<file path="src/rtl/keypad_scan_ctrl.sv">
// keypad_scan_ctrl: scans a 4x4 active-low keypad matrix one row at a time.
// Whole frames are debounced, and press/release events are queued for the game logic.
module keypad_scan_ctrl #(
    parameter int SCAN_DIV   = 512,
    parameter int DEBOUNCE   = 4,
    parameter int FIFO_DEPTH = 4
) (
    input  logic        clk,
    input  logic        rst_n,
    input  logic [3:0]  cols,
    output logic [3:0]  rows,
    output logic        evt_valid,
    input  logic        evt_ready,
    output logic [3:0]  evt_code,
    output logic        evt_press,
    output logic [15:0] held,
    output logic        overflow
);
    localparam int CW = $clog2(SCAN_DIV);
    localparam int AW = $clog2(FIFO_DEPTH);

    typedef enum logic [0:0] {
        ST_IDLE = 1'b0,
        ST_EMIT = 1'b1
    } emit_state_t;

    // Matrix position (row*4+col) to keycode.
    function automatic logic [3:0] key_code(input logic [3:0] idx);
        case (idx)
            4'd0:    key_code = 4'd1;
            4'd1:    key_code = 4'd2;
            4'd2:    key_code = 4'd3;
            4'd3:    key_code = 4'd10;
            4'd4:    key_code = 4'd4;
            4'd5:    key_code = 4'd5;
            4'd6:    key_code = 4'd6;
            4'd7:    key_code = 4'd11;
            4'd8:    key_code = 4'd7;
            4'd9:    key_code = 4'd8;
            4'd10:   key_code = 4'd9;
            4'd11:   key_code = 4'd12;
            4'd12:   key_code = 4'd14;
            4'd13:   key_code = 4'd0;
            4'd14:   key_code = 4'd15;
            4'd15:   key_code = 4'd13;
            default: key_code = 4'd0;
        endcase
    endfunction

    logic [CW-1:0]  slot_cnt_r;
    logic           adv_r;
    logic [1:0]     row_idx_r;
    logic [3:0]     rows_r;
    logic [15:0]    raw_r;
    logic [15:0]    prev_raw_r;
    logic [3:0]     m_r;
    logic [15:0]    held_r;
    logic [15:0]    changed_r;
    emit_state_t    state_r;
    logic [3:0]     idx_r;
    logic [4:0]     mem_r [FIFO_DEPTH];
    logic [AW:0]    wr_ptr_r;
    logic [AW:0]    rd_ptr_r;
    logic           overflow_r;

    logic           sample_s;
    logic           frame_end_s;
    logic [15:0]    raw_next_s;
    logic [3:0]     m_inc_s;
    logic [3:0]     m_next_s;
    logic           commit_s;
    emit_state_t    state_next_s;
    logic [3:0]     idx_next_s;
    logic           push_s;
    logic [4:0]     push_data_s;
    logic           empty_s;
    logic           full_s;
    logic           pop_s;
    logic           wr_en_s;
    logic           drop_s;
    logic [4:0]     head_s;

    // Sample point, frame assembly and debounce decision for this cycle.
    always_comb begin
        sample_s    = (slot_cnt_r == CW'(SCAN_DIV - 1));
        frame_end_s = sample_s && (row_idx_r == 2'd3);
        raw_next_s  = raw_r;
        if (sample_s) begin
            raw_next_s[{row_idx_r, 2'b00} +: 4] = ~cols;
        end else begin
            raw_next_s = raw_r;
        end
        m_inc_s  = (m_r == 4'd15) ? 4'd15 : (m_r + 4'd1);
        m_next_s = (raw_next_s == prev_raw_r) ? m_inc_s : 4'd0;
        commit_s = frame_end_s && (m_next_s >= 4'(DEBOUNCE - 1)) && (raw_next_s != held_r);
    end

    // Row slot counter, row stepping (one cycle after each sample) and raw capture.
    always_ff @(posedge clk or negedge rst_n) begin
        if (!rst_n) begin
            slot_cnt_r <= {CW{1'b0}};
            adv_r      <= 1'b0;
            row_idx_r  <= 2'd0;
            rows_r     <= 4'b1110;
            raw_r      <= 16'h0000;
        end else begin
            slot_cnt_r <= sample_s ? {CW{1'b0}} : (slot_cnt_r + CW'(1));
            adv_r      <= sample_s;
            raw_r      <= raw_next_s;
            if (adv_r) begin
                row_idx_r <= row_idx_r + 2'd1;
                rows_r    <= {rows_r[2:0], rows_r[3]};
            end
        end
    end

    // Frame-level debounce history and committed key state.
    always_ff @(posedge clk or negedge rst_n) begin
        if (!rst_n) begin
            prev_raw_r <= 16'h0000;
            m_r        <= 4'd0;
            held_r     <= 16'h0000;
            changed_r  <= 16'h0000;
        end else begin
            if (frame_end_s) begin
                m_r        <= m_next_s;
                prev_raw_r <= raw_next_s;
            end
            if (commit_s) begin
                held_r    <= raw_next_s;
                changed_r <= raw_next_s ^ held_r;
            end
        end
    end

    // Emitter state register.
    always_ff @(posedge clk or negedge rst_n) begin
        if (!rst_n) begin
            state_r <= ST_IDLE;
            idx_r   <= 4'd0;
        end else begin
            state_r <= state_next_s;
            idx_r   <= idx_next_s;
        end
    end

    // Emitter walks all 16 positions after a commit, pushing one event per changed key.
    always_comb begin
        state_next_s = state_r;
        idx_next_s   = idx_r;
        push_s       = 1'b0;
        push_data_s  = {key_code(idx_r), held_r[idx_r]};
        case (state_r)
            ST_IDLE: begin
                if (commit_s) begin
                    state_next_s = ST_EMIT;
                    idx_next_s   = 4'd0;
                end else begin
                    state_next_s = ST_IDLE;
                end
            end
            ST_EMIT: begin
                push_s     = changed_r[idx_r];
                idx_next_s = idx_r + 4'd1;
                if (idx_r == 4'd15) begin
                    state_next_s = ST_IDLE;
                end else begin
                    state_next_s = ST_EMIT;
                end
            end
            default: begin
                state_next_s = ST_IDLE;
                idx_next_s   = 4'd0;
            end
        endcase
    end

    // Queue status; a push into a full queue survives only if the head leaves this cycle.
    always_comb begin
        empty_s = (wr_ptr_r == rd_ptr_r);
        full_s  = (wr_ptr_r[AW] != rd_ptr_r[AW]) && (wr_ptr_r[AW-1:0] == rd_ptr_r[AW-1:0]);
        pop_s   = !empty_s && evt_ready;
        wr_en_s = push_s && (!full_s || pop_s);
        drop_s  = push_s && full_s && !pop_s;
        head_s  = mem_r[rd_ptr_r[AW-1:0]];
    end

    // Event queue storage, pointers and sticky drop flag.
    always_ff @(posedge clk or negedge rst_n) begin
        if (!rst_n) begin
            for (int i = 0; i < FIFO_DEPTH; i++) begin
                mem_r[i] <= 5'd0;
            end
            wr_ptr_r   <= {(AW + 1){1'b0}};
            rd_ptr_r   <= {(AW + 1){1'b0}};
            overflow_r <= 1'b0;
        end else begin
            if (wr_en_s) begin
                mem_r[wr_ptr_r[AW-1:0]] <= push_data_s;
                wr_ptr_r <= wr_ptr_r + {{AW{1'b0}}, 1'b1};
            end
            if (pop_s) begin
                rd_ptr_r <= rd_ptr_r + {{AW{1'b0}}, 1'b1};
            end
            if (drop_s) begin
                overflow_r <= 1'b1;
            end
        end
    end

    assign rows      = rows_r;
    assign held      = held_r;
    assign overflow  = overflow_r;
    assign evt_valid = !empty_s;
    assign evt_code  = head_s[4:1];
    assign evt_press = head_s[0];

endmodule

</file>
<file path="config.mk">
export PLATFORM = sky130hd
export DESIGN_NAME = keypad_scan_ctrl
export DESIGN_NICKNAME = d
export VERILOG_FILES = /design/src/rtl/keypad_scan_ctrl.sv
export SDC_FILE = /design/constraint.sdc
export NUM_CORES = 1
export LEC_CHECK = 0
export BUFFER_PORTS_ARGS = -buffer_cell sky130_fd_sc_hd__clkbuf_2
export CAP_MARGIN = 0
export CORE_MARGIN = 8
export CORE_UTILIZATION = 49
export CTS_BUF_LIST = sky130_fd_sc_hd__clkbuf_16
export CTS_CLUSTER_SIZE = 14
export DETAILED_ROUTE_END_ITERATION = 10
export PLACE_DENSITY = 0.76
export SYNTH_ARGS = -nofsm -noshare
export SYNTH_HDL_FRONTEND = slang
export SYNTH_SLANG_ARGS = --single-unit
</file>
<file path="constraint.sdc">
create_clock -name clk -period 4.3 [get_ports clk]
set_clock_uncertainty 0.15 [all_clocks]
set_input_delay 0.43 -clock clk [delete_from_list [all_inputs] [get_ports clk]]
set_output_delay 0.43 -clock clk [all_outputs]
set_load 0.1 [all_outputs]
</file>
# Word level (Yosys, flattened, before mapping)
# Memories as Yosys holds them, arrays and structs flattened.
# Index checks and enable logic that the tools add are counted.
# Widths: inputs -> output; s select.
dict set report word_totals {
  inputBits 7
  rom_bits 64
  register_bits 116
  mem_count 1
  word_cells 82
  out_inout_bits 27
}
# memory words word_bits rd rd_clocked_by_memory_dff wr line
set memory_table {}
lappend memory_table {{(no name shown)} 16 4 1 0 0 29} ;# case (idx)
dict set report op_classes {
  order_cmp 5
  reduce_logical 13
  n_addsub 7
  bitwise_logic 5
  eq_ne 10
  muxes 21
  n_shift 2
}
# op count
set ops {}
lappend ops {{$bwmux 20} 1}
lappend ops {{$bwmux 16} 1}
lappend ops {{$eq 16x16->1} 1}
lappend ops {{$mux 16} 1}
lappend ops {{$ne 16x16->1} 1}
lappend ops {{$shift 4x6->16 const A} 1}
lappend ops {{$shiftx 4x6->16} 1}
lappend ops {{$xor 16x16->16} 1}
lappend ops {{$mux 5} 3}
lappend ops {{$mux 4} 3}
lappend ops {{$bmux 5 s2} 1}
lappend ops {{$demux 5 s2} 1}
lappend ops {{$add 9x1->9 const B} 1}
lappend ops {{$eq 9x9->1 const B} 1}
lappend ops {{$logic_and 1x1->1} 9}
lappend ops {{$mux 9} 1}
lappend ops {{$add 4x1->4 const B} 2}
lappend ops {{$bmux 1 s4} 2}
lappend ops {{$eq 4x4->1 const B} 2}
lappend ops {{$pmux 4 s2} 1}
lappend ops {{$add 3x1->3 const B} 2}
lappend ops {{$ge 3x3->1 const B} 2}
lappend ops {{$neg 4->6} 1}
lappend ops {{$not 2->3} 2}
lappend ops {{15 further kinds} 21}

# Logic depth before layout (Yosys ltp)
dict set report logic_depth {
  ltp_word 11
  ltp_mapped 14
  mapped_depth_nobuf 11
}

# Worst setup path before layout
# OpenSTA, ideal clock, no wires.
dict set report synth_path {
  path_type {flip-flop to flip-flop}
  startpoint {reg slot_cnt_r[0]}
  endpoint {reg held_r[0] (netlist: held[0])}
  path_buffers 3
  arrival_time_ns 2.926
  setup_ns 0.126
  period_less_slack_ns 3.202
  path_stages_with_launch 15
  path_slack_ns 1.098
  required_time_ns 4.024
  path_cell_list {dfrtp_1 -> ha_1 -> nand3_1 -> nor2_1 -> ha_1 -> buf_2 -> nand2_1 -> clkbuf_1 -> a22o_1 -> xor2_1 -> nor4_1 -> nand4_1 -> nand3_4 -> buf_6 -> mux2_4}
}
dict set report synth_via {
  elab_chain_cells 7
  elab_cells_between_ends 9
  cone_classes {order compare (1); eq/ne (3); mux (2); reduce/logical (3)}
}
# item line
set synth_lines {}
lappend synth_lines {{from (decl)} 50} ;# logic [CW-1:0] slot_cnt_r;
lappend synth_lines {{from (signal assigned)} 101} ;# slot_cnt_r <= {CW{1'b0}};
lappend synth_lines {{from (signal assigned)} 107} ;# slot_cnt_r <= sample_s ? {CW{1'b0}} : (slot_cnt_r + CW'(1));
lappend synth_lines {{$eq 9x9->1 *} 85} ;# sample_s = (slot_cnt_r == CW'(SCAN_DIV - 1));
lappend synth_lines {{via sample_s} 66} ;# logic sample_s;
lappend synth_lines {{$mux 16 *} 88} ;# if (sample_s) begin
lappend synth_lines {{via raw_next_s[15]} 68} ;# logic [15:0] raw_next_s;
lappend synth_lines {{$eq 16x16->1} 94} ;# m_next_s = (raw_next_s == prev_raw_r) ? m_inc_s : 4'd0;
lappend synth_lines {{$mux 4} 94}
lappend synth_lines {{$ge 4x2->1} 95} ;# commit_s = frame_end_s && (m_next_s >= 4'(DEBOUNCE - 1)) && (raw_next_s != held_r);
lappend synth_lines {{$logic_and 1x1->1} 95}
lappend synth_lines {{$logic_and 1x1->1 *} 95}
lappend synth_lines {{to (signal assigned)} 130} ;# held_r <= raw_next_s;
lappend synth_lines {{to (decl)} 57} ;# logic [15:0] held_r;
# Mark *: on every way through the listed nets, which the timed path passes. The rest lies on a longest branch.
# A chain may end at the register's enable or synchronous reset.

# Final worst setup path
dict set report layout_path {
  startpoint {reg row_idx_r[0]}
  endpoint {reg idx_r[1]}
}
dict set report layout_via {
  elab_chain_cells 10
  elab_cells_between_ends 14
  cone_classes {add/sub (1); order compare (1); eq/ne (4); shift (2); mux (3); reduce/logical (3)}
}
# item line
set layout_lines {}
lappend layout_lines {{from (decl)} 52} ;# logic [1:0] row_idx_r;
lappend layout_lines {{from (signal assigned)} 111} ;# row_idx_r <= row_idx_r + 2'd1;
lappend layout_lines {{$neg 4->6} 89} ;# raw_next_s[{row_idx_r, 2'b00} +: 4] = ~cols;
lappend layout_lines {{$shiftx 4x6->16 or $shift 4x6->16 (tied branches)} 89}
lappend layout_lines {{$bwmux 16} 89}
lappend layout_lines {{$mux 16} 88}
lappend layout_lines {{$eq 16x16->1} 94}
lappend layout_lines {{$mux 4} 94}
lappend layout_lines {{$ge 4x2->1} 95}
lappend layout_lines {{$logic_and 1x1->1} 95}
lappend layout_lines {{$logic_and 1x1->1 *} 95}
lappend layout_lines {{$ne 2x2->1 (no line) *} --}
lappend layout_lines {{to (signal assigned)} 143} ;# idx_r <= idx_next_s;
lappend layout_lines {{to (decl)} 60} ;# logic [3:0] idx_r;
# Every way passes the cells marked *; elsewhere a longest branch is shown, timed or not.

==> impl_metrics.toml <==
[clock_network]
clkTransAtPathRegs_ns = 0.05
cts_buffer_depth = 2
clock_latency_ns = 0.42
cts_root_buf = "clkbuf_16"
h-tree-depth = 4
clock_sinks = 116
cts_tree = "done"
cts_buffers = 17

[place]
port-buffer-count = 33
hpwl_mm = 9.360
gp_congestion = 0.9152
dp.cells = 683

[logic_synthesis]
ys_types = 57
synthCells = 495
yosysTopAreaCellShare_pct = 46.54
synth_flop_cell = "dfrtp_1"
synth_edf_count = 0
avgSynthCellArea_um2 = 12.27
seq_area_frac_synth_pct = 47.84
synth_seq_cells = 116
synthesis.area_um2 = 6076
yosys.area.top_type = "dfrtp_1"
yosysWarningCount = 0
async_flop_share_pct = 100.0
ys_top_cells_by_area = "dfrtp_1 47%, mux2_2 6.5%, mux2_4 6.2%"
syn_nets = 520

[sta]
slew_violations = 0
fin_crit_sh_pct = 92.91
setup_viol_count_final = 0
finalHoldViolations = 0
relSlewSlack_pct = 50.71
holdWs_ns = 0.1655
rsz0062_at_grt = "false"
tightest_slew_ns = 0.7393
fmax_mhz = 250.3
setup_tns_ns = 0
fin_crit_ns = 3.995

[hold_path]
hold_start = "evt_ready"
worstHoldEndpoint = "rd_ptr_r[2]$_DFFE_PN0P_"
whs_path_depth = 3
worstHoldPathType = "in2reg"

[worst_setup_path]
critPathRequiredTime_ns = 4.44
r2r_end = "idx_r[1]$_DFFE_PN0P_"
max_stage_delay_ns = 0.58
critical_path.cell_chain = "inv_1 > ha_1 > and3b_1 > a32oi_1 > xnor2_1 > nor3_1 > and4_1 > nand3_4 > buf_4 > a22o_1"
slowest_stage = "dfrtp_1"
path_class = "reg2reg"
cp-start-kind = "register"
cp_num_buf_inv = 2
worstPathArrival_ns = 4.14
r2r_cells = 10
crit_fanout = 33
reg2reg_slack_ns = 0.30
rr_startpoint = "row_idx_r[0]$_DFFE_PN0P_"
cp_top_family = "simple AND/OR/NAND/NOR gates"
crit_path_end_kind = "register"

[route]
viasPerCell = 5.605
drc = 0
firstDrtPassIters = 4
post_drt_wl_per_cell_um = 18.52
vias = 4002
drt_iter0_drc = 378
totalWireLength_mm = 13.22
ant_nets = 0

[power]
comb_power_share_pct = 6.2
pwr_density_cell_nw_per_um2 = 377.1
switching_share_pct = 23.61
p_int_w = 0.002006
pwr-share-clk_pct = 49.9
leakagePower_nw = 3.429
ir_drop_v = 0.0003607
p_switching_w = 0.0006198
sequentialPowerShare_pct = 43.9

[floorplan]
core-area_um2 = 12060
die-area_um2 = 16220
start_util_pct = 50.37
die_w_um = 127.4
io_pins = 34
rows = 40
chipHeight_um = 127.4

[cells_and_area]
area_delta_synth_final_pct = 14.58
final_common_cell = "dfrtp_1"
layoutNonFillerInstCount = 714
final_cell_mix = "113 x dfrtp_1, 35 x mux2_2, 34 x nand2_1, 32 x clkbuf_2, 30 x inv_1"
drive_gt1_share_pct = 29.49
fin_util_pct = 57.72
nNetsFinal = 560
antennaDiodeCount = 0

[flow_run]
maxCapViolations = 0

[global_routing]
track_usage_pct = 17.60
grt_pass1_wl_mm = 22.11
grt_pass1_vias = 4263
antenna_found_initial = 0
grt_overflow_total = 0
grt_max_degree = 55

[run_status]
outcome = "finished clean"
-- cell type report --
type	instances	area, um2
tap	168	210.2
inverter	30	112.6
clock buffer	17	425.4
sequential	116	2907
timing repair buffer	45	260.3
fill	969	5100
clock inverter	13	118.9
multi-input combinational	325	2928
-- worst reg2reg max path, delay by kind of cell (launching register included) --
kind | cells | cell delay [ns]
AND/OR/NAND/NOR | 4 | 1.24
AO/OA/AOI/OAI | 2 | 0.65
flip-flops | 1 | 0.58
buffers and inverters | 2 | 0.53
adder cells (fa/ha/maj) | 1 | 0.52
XOR/XNOR | 1 | 0.18
-- power by group through the flow --
stage / sequential [W] / combinational (W) / clock (W)
floorplan: 0.00114 / 0.000140 / 0
global placement: 0.00117 / 0.000155 / 0
detailed placement: 0.00117 / 0.000161 / 0
CTS: 0.00116 / 0.000164 / 0.00134
global route: 0.00116 / 0.000176 / 0.00138
finish: 0.00115 / 0.000162 / 0.00131
-- cell families (layout without fill, tap and decap cells) --
family,after synthesis,count (layout),share of synthesized area (%)
mux,85,85,19.87
simple gates,105,105,9.102
xor+xnor,43,43,6.198
compound gates,74,74,9.267
fa+ha+maj,18,18,3.707
flops,116,116,47.84
buf+inv,54,105,4.016
-- cells in the mapped netlist (all sizes together), types with 3 or more instances --
library cell,number
a21oi,8
a22o,4
a31oi,5
a32oi,5
and3,4
and3b,4
buf,11
clkbuf,13
dfrtp,113
dfstp,3
ha,18
inv,30
mux2,60
mux2i,10
mux4,15
nand2,34
nand3,9
nand3b,3
nand4,3
nor2,15
nor2b,7
nor3,9
nor4,7
o211ai,3
o21ai,20
o22ai,3
xnor2,24
xor2,19
-- per-layer routing --
metal  track usage, %  vias up  share of wire (%)
li1                 -     1854                  -
met1            20.85     2054                 43
met2            29.65       77                 51
met3            4.285       17                3.4
met4            8.188        0                1.8
met5                0        -                  0
-- state kept, by name, summed over array words and instances, names as in the netlist --
register	count
mem_r	20
changed_r	16
held	16
prev_raw_r	16
raw_r	16
slot_cnt_r	9
idx_r	4
m_r	4
rows	4
rd_ptr_r	3
wr_ptr_r	3
row_idx_r	2
adv_r	1
overflow	1
state_r	1
-- metrics by stage --
step           worst slack [ns]  area (um2)  power (W)
2_1_floorplan             1.098        6076   0.001280
3_3_place_gp             0.4337        6405   0.001328
3_5_place_dp             0.3244        6405   0.001335
4_1_cts                  0.2986        6959   0.002658
5_1_grt                 0.01615        6962   0.002716
6_report                 0.3048        6962   0.002625
-- worst max path at each step --
stage,startpoint,end,slack (ns),depth (start not counted)
3_5_place_dp,row_idx_r[0]$_DFFE_PN0P_,idx_r[1]$_DFFE_PN0P_,0.32,10
4_1_cts,row_idx_r[0]$_DFFE_PN0P_,idx_r[1]$_DFFE_PN0P_,0.30,10
2_1_floorplan,slot_cnt_r[0]$_DFF_PN0_,held[0]$_DFFE_PN0P_,1.10,14
3_3_place_gp,row_idx_r[0]$_DFFE_PN0P_,changed_r[0]$_DFFE_PN0P_,0.43,9
5_1_grt,row_idx_r[0]$_DFFE_PN0P_,idx_r[1]$_DFFE_PN0P_,0.02,10
6_report,row_idx_r[0]$_DFFE_PN0P_,idx_r[1]$_DFFE_PN0P_,0.30,10
-- what timing repair did --
action | in CTS | in global routing
setup endpoints to repair | 0 | 4
endpoints found under the hold margin | 52 | 0
hold buffers | 1 | 0
gates resized for setup | 0 | 1
setup buffers | 0 | 0
No activity file was read; power rests on OpenSTA's default activity.
